### config.mk
export PLATFORM = sky130hd
export DESIGN_NAME = sobol_int32_to_fp32
export DESIGN_NICKNAME = d
export VERILOG_FILES = /design/src/rtl/sobol_int32_to_fp32.sv
export SDC_FILE = /design/constraint.sdc
export NUM_CORES = 1
export LEC_CHECK = 0
export CORE_MARGIN = 4
export CORE_UTILIZATION = 40
export CTS_BUF_LIST = sky130_fd_sc_hd__clkbuf_8
export CTS_CLUSTER_SIZE = 14
export DETAILED_ROUTE_END_ITERATION = 8
export PLACE_DENSITY = 0.74
export SYNTH_ARGS = -nofsm -noshare
export SYNTH_HDL_FRONTEND = slang
export SYNTH_SLANG_ARGS = --single-unit
### constraint.sdc
create_clock -name clk -period 1.86 [get_ports clk]
set_input_delay 0.465 -clock clk [delete_from_list [all_inputs] [get_ports clk]]
set_output_delay 0.465 -clock clk [all_outputs]
set_load 0.03 [all_outputs]
### src/rtl/sobol_int32_to_fp32.sv
// Converts a 32-bit unsigned Sobol word x into the FP32 bit pattern of x / 2^32.
// Three-stage elastic pipeline (S1 leading-one, S2 normalize, S3 pack/output).
module sobol_int32_to_fp32 #(
  parameter int COUNT_W = 16
) (
  input  logic               clk,
  input  logic               rst_n,
  input  logic               in_valid,
  input  logic [31:0]        in_data,
  output logic               in_ready,
  output logic               out_valid,
  output logic [31:0]        out_data,
  input  logic               out_ready,
  output logic [COUNT_W-1:0] sample_cnt
);

  localparam int STAGES = 3;

  typedef struct packed {
    logic [31:0] x;
    logic [4:0]  p;
    logic        z;
  } s1_t;

  typedef struct packed {
    logic [22:0] frac;
    logic [4:0]  p;
    logic        z;
  } s2_t;

  logic [STAGES:1] vld_pipe;
  logic [STAGES:1] en;
  s1_t             s1_d, s1_q;
  s2_t             s2_d, s2_q;
  logic [31:0]     s3_d;

  // A stage may load when it is empty or its successor takes its contents.
  always_comb begin
    en[3] = !vld_pipe[3] || out_ready;
    en[2] = !vld_pipe[2] || en[3];
    en[1] = !vld_pipe[1] || en[2];
  end

  assign in_ready  = en[1];
  assign out_valid = vld_pipe[3];

  // S1: leading-one position; highest set bit wins.
  always_comb begin
    s1_d   = '0;
    s1_d.x = in_data;
    s1_d.z = (in_data == 32'h0);
    for (int i = 0; i < 32; i++)
      if (in_data[i]) s1_d.p = 5'(i);
  end

  // S2: normalize so the hidden one sits at bit 31; keep the 23 bits below it.
  always_comb begin
    s2_d      = '0;
    s2_d.frac = 23'((s1_q.x << (5'd31 - s1_q.p)) >> 8);
    s2_d.p    = s1_q.p;
    s2_d.z    = s1_q.z;
  end

  // S3: exponent 127 - (32 - p); dropped LSBs truncate, so the result stays < 1.0.
  always_comb begin
    s3_d = '0;
    if (!s2_q.z)
      s3_d = {1'b0, 8'd95 + {3'b000, s2_q.p}, s2_q.frac};
  end

  always_ff @(posedge clk) begin
    if (!rst_n) begin
      vld_pipe   <= '0;
      s1_q       <= '0;
      s2_q       <= '0;
      out_data   <= '0;
      sample_cnt <= '0;
    end else begin
      if (en[1]) vld_pipe[1] <= in_valid;
      if (en[2]) vld_pipe[2] <= vld_pipe[1];
      if (en[3]) vld_pipe[3] <= vld_pipe[2];
      if (en[1] && in_valid)    s1_q     <= s1_d;
      if (en[2] && vld_pipe[1]) s2_q     <= s2_d;
      if (en[3] && vld_pipe[2]) out_data <= s3_d;
      if (out_valid && out_ready) sample_cnt <= sample_cnt + COUNT_W'(1);
    end
  end

endmodule

After elaboration in Yosys (flattened, before gate mapping). Index checks and enable logic that the tools add are counted.

Flip-flop bits (word level): 118. Bits of input ports: 36. Output and inout bits: 50. Logic and storage cells: 58.

Add/sub/neg operators: 3. Shift-type cells: 1. Muxes and demuxes: 32. Reductions and logical operators: 11.

Operators with widths (number): $mux W5 (30); $logic_not A32 Y1 (1); $shl A32 B5 Y31 (1); $mux W31 (1); $add A16 B1 Y16 const B (1); $add A7 B5 Y8 const A (1); $sub A5 B5 Y5 const A (1); $logic_and A1 B1 Y1 (4); $logic_not A1 Y1 (3); $logic_or A1 B1 Y1 (3); $mux W1 (1).

Depth between registers and ports, before layout.
Depth in word-level cells: 31. Gate-level depth with buffers: 9. Mapped depth without buffers: 6.

Worst setup path before layout. Ideal clock, no wire load.

Path kind: flip-flop to flip-flop. From: reg vld_pipe[3] in the netlist's numbering. To: reg s1_q[2] in the netlist's numbering. Setup time: 0.129 ns. Data arrival time: 1.892 ns. Required time: 1.731 ns. Slack: -0.161 ns. Stages on the path, launching flop included: 8. Buffers on the path: 1. Period minus slack after synthesis: 2.021 ns. Path through: dfxtp_1 -> nand4b_1 -> and2_1 -> clkbuf_1 -> nor2_1 -> a21oi_1 -> a2111oi_0 -> nor2_1.

Word-level cells in the longest chain between the ends: 5.

Ends and longest elaborated chain: start, declared (RTL line 31) `logic [STAGES:1] vld_pipe;`; $logic_not A1 Y1 (RTL line 39) `en[3] = !vld_pipe[3] || out_ready;`; $logic_or A1 B1 Y1 (RTL line 39); $logic_or A1 B1 Y1 (RTL line 40) `en[2] = !vld_pipe[2] || en[3];`; $logic_or A1 B1 Y1 (RTL line 41) `en[1] = !vld_pipe[1] || en[2];`; via in_ready (RTL line 10) `output logic in_ready,`; $logic_and A1 B1 Y1 (RTL line 82) `if (en[1] && in_valid) s1_q <= s1_d;`; end signal, assigned (RTL line 74) `s1_q <= '0;`; end signal, assigned (RTL line 82); end, declared (RTL line 33) `s1_t s1_d, s1_q;`.

The timed path passes the listed nets, and every way through them passes these cells. A chain may end at the register's enable or synchronous reset.

Worst setup path in the final report.
From: reg s1_q[2] in the netlist's numbering. To: reg s2_q[24] in the netlist's numbering.

Word-level cells in the longest chain between the ends: 2.

Ends and longest elaborated chain: $sub A5 B5 Y5 (RTL line 59) `s2_d.frac = 23'((s1_q.x << (5'd31 - s1_q.p)) >> 8);`; $shl A32 B5 Y31 (RTL line 59); end signal, assigned (RTL line 75) `s2_q <= '0;`; end signal, assigned (RTL line 83) `if (en[2] && vld_pipe[1]) s2_q <= s2_d;`; end, declared (RTL line 34) `s2_t s2_d, s2_q;`.

No other way between the ends.

==> impl_metrics.ini <==
[layout]
final_core_util = 0.5513
num-fill-cells = 1418
nets = 912
layout-drive-gt1-share = 0.2282
finalInstanceArea_um2 = 8443
syn_to_final_growth_pct = 34.10
instances_no_fill = 1096
diodes = 0

[pwr]
p_int_w = 0.004522
leakage_nw = 3.350
seqPwrFrac = 0.431
p_switching_w = 0.001601
power_frac_clock = 0.389
vdd_drop_max_mv = 0.6775
pwr-share-comb = 0.180
powerDensity_nw_per_um2 = 725.2
swShare = 0.2615

[setup_path]
cp.required_ns = 2.20
r2r_start = s1_q[2]
worstRegToRegCells = 7
critical_path.max_fanout = 8
worstSetupEndpointType = flop
critPathKind = reg2reg
r2r_slack_ns = -0.1
start_kind = flop
cp_data_arrival_time_ns = 2.30
timing.rr.end = s2_q[24]

[placed_design]
dpl_worst_slack_ns = -0.4108
place_area_um2 = 7833
gp_congestion = 0.9064
placedCellCount = 1060
dp_hpwl_mm = 11.48
port_buffers = 83

[timing]
max_freq_mhz = 510.9
finalHoldViolCount = 0
setup_slack_ns = -0.09743
setup_viol = 5
drv_slew = 0
fin_crit_sh = 1.052
maxSlewHeadroom = 0.5922
period_minus_slack_ns = 1.957
rsz0062_at_grt = true
tightestPinTransition_ns = 0.6109
fin_skew_ns = 0.01054

[clock_network]
root_buffer = clkbuf_8
clk_latency_ns = 0.44
cts-htree-levels = 4
clkTransAtPathRegs_ns = 0.07
cts_made_buffers = 17
clock_path_buffers = 2
cts_sinks = 115
cts_tree = built

[yosys]
ys_ff_latch = 115
synth_edf_count = 0
syn_inst = 737
synth_cell_types = 55
synth_warnings = 0
yosysSeqAreaShare = 0.3657
synthFlopType = dfxtp_1
async_reset_ff_frac = 0
netlist_area_um2 = 6296
synth.avg_cell_area_um2 = 8.543

[global_route]
antenna_found_initial = 0
met3_usage = 0.04305
grt_util_met2 = 0.2672
grtUsageTotal = 0.1736
grt_pass1_vias = 5250
gr-max-usage-layer = met2
grt-ovfl-total = 0
grt_pass1_wl_mm = 25.43
grt_max_degree = 44
use_met1 = 0.2388

[worst_hold_path]
hold_path_depth = 3
holdPathEnd = s2_q[26]
hold_start = rst_n
hold_class = in2reg

[detailed_routing]
ant_nets = 0
wl_per_cell_um = 14.20
vias = 5675
route.detailed.drc = 0
wirelength_mm = 15.56
dr.first_iter.drc_count = 251
dr.pass1.iters = 5
viasPerCell = 5.178

[flow_run]
maxCapViolCount = 0

[floorplanning]
core_area_um2 = 15310
dieHeight_um = 133.5
rows = 45
die_x_um = 133.5
die_area_um2 = 17810
ioPinCount = 86
start_util = 0.4111

[outcome]
violations = negative setup slack
outcome = finished, violations left
==> final cells by class <==
type	instances	area, um^2	share of cell area
multi-input cells	550	3835	0.4542
flip-flops and latches	115	2308	0.2734
repair buffers	176	1575	0.1866
clock buffers	20	275.3	0.03260
well taps	211	264.0	0.03127
clock inverters	10	132.6	0.01571
inverters	14	52.55	0.006224
==> Yosys cell counts, types with 21 or more instances <==
master	count	area, um^2
a21boi_0	41	307.8
nor2b_1	36	225.2
o21ai_0	31	155.2
nand3_1	21	105.1
nand2_1	130	488.0
a21oi_1	51	255.2
nor2_1	31	116.4
nor3b_1	24	180.2
clkbuf_1	38	142.6
mux2i_1	26	260.3
mux4_2	24	540.5
dfxtp_1	115	2302
==> placed cells by master, fill, tap and decap left out, types with 9 or more instances in the layout <==
master | netlist | final
nor2b_1 | 36 | 36
o21ai_0 | 31 | 26
xnor2_1 | 9 | 9
clkdlybuf4s50_1 | 0 | 33
dlygate4sd2_1 | 0 | 48
mux2i_2 | 0 | 9
mux2i_1 | 26 | 16
clkbuf_8 | 0 | 20
nor3_1 | 12 | 10
inv_1 | 14 | 15
mux4_2 | 24 | 25
a21oi_1 | 51 | 45
nand2_1 | 130 | 119
buf_4 | 6 | 82
a21boi_0 | 41 | 40
nand3_1 | 21 | 20
nor2_1 | 31 | 31
and2_1 | 17 | 15
dfxtp_1 | 115 | 112
nor3b_1 | 24 | 24
nand2_2 | 0 | 11
==> kinds of logic after synthesis <==
logic type	after synthesis	synth area share
and+or+nand+nor	304	0.2379
AOI/OAI and AO/OA	171	0.1763
DFF	115	0.3657
buffers and inverters	73	0.05405
muxes	57	0.1421
xor gates and xnor gates	14	0.01948
adders and majority gates	2	0.003974
other	1	0.0005956
==> sequential cells by signal (all words and copies together) (netlist names) <==
| name | flops |
|---|---|
| vld_pipe | 3 |
| s2_q | 29 |
| s1_q | 37 |
| sample_cnt | 16 |
| out_data | 30 |
==> per-layer routing <==
metal,vias to the layer above,share of wire
li1,2887,-
met1,2624,0.48
met2,141,0.46
met3,23,0.047
met4,0,0.017
met5,-,0
==> how the worst max path moves through the flow <==
stage	to	startpoint	slack [ns]	cells past startpoint
5_1_grt	s2_q[24]	s1_q[2]	-0.14	7
3_3_place_gp	s1_q[1]	in_data[12]	-0.37	6
4_1_cts	s2_q[16]	s1_q[2]	-0.06	8
6_report	s2_q[24]	s1_q[2]	-0.1	7
2_1_floorplan	s1_q[2]	out_ready	-0.09	7
3_5_place_dp	s1_q[1]	in_data[12]	-0.41	6
==> stage by stage <==
step                       TNS, ns  hold WS (ns)  power [W]
after detailed placement    -16.77        0.4645   0.003698
after global placement      -14.81        0.4594   0.003680
after global routing       -0.8237        0.4309   0.006405
after floorplan           -0.09168        0.4355   0.003293
final                      -0.2075        0.4160   0.006123
after CTS                  -0.1844        0.3907   0.006136
==> critical path, stage by stage, from the launching register on <==
cell	delay, ns
dfxtp_4	0.37
buf_12	0.13
mux4_2	0.53
mux2_4	0.31
nand2_2	0.08
o21a_1	0.20
o31ai_2	0.07
a22o_1	0.17
==> power groups by stage <==
stage	Sequential [W]	Combinational [W]	Clock (W)
floorplan	0.00268	0.000613	0
global placement	0.00269	0.000994	0
detailed placement	0.00269	0.00101	0
CTS	0.00264	0.00106	0.00244
global route	0.00265	0.00120	0.00255
finish	0.00264	0.00110	0.00238
==> repair_timing <==
item / CTS / global route
cloned: 1 / 0
setup buffers: 2 / 5
setup endpoints to repair: 64 / 24
hold buffers: 0 / 0
pin swaps: 9 / 20
resized for setup: 74 / 38
No activity file was read; power rests on OpenSTA's default activity.
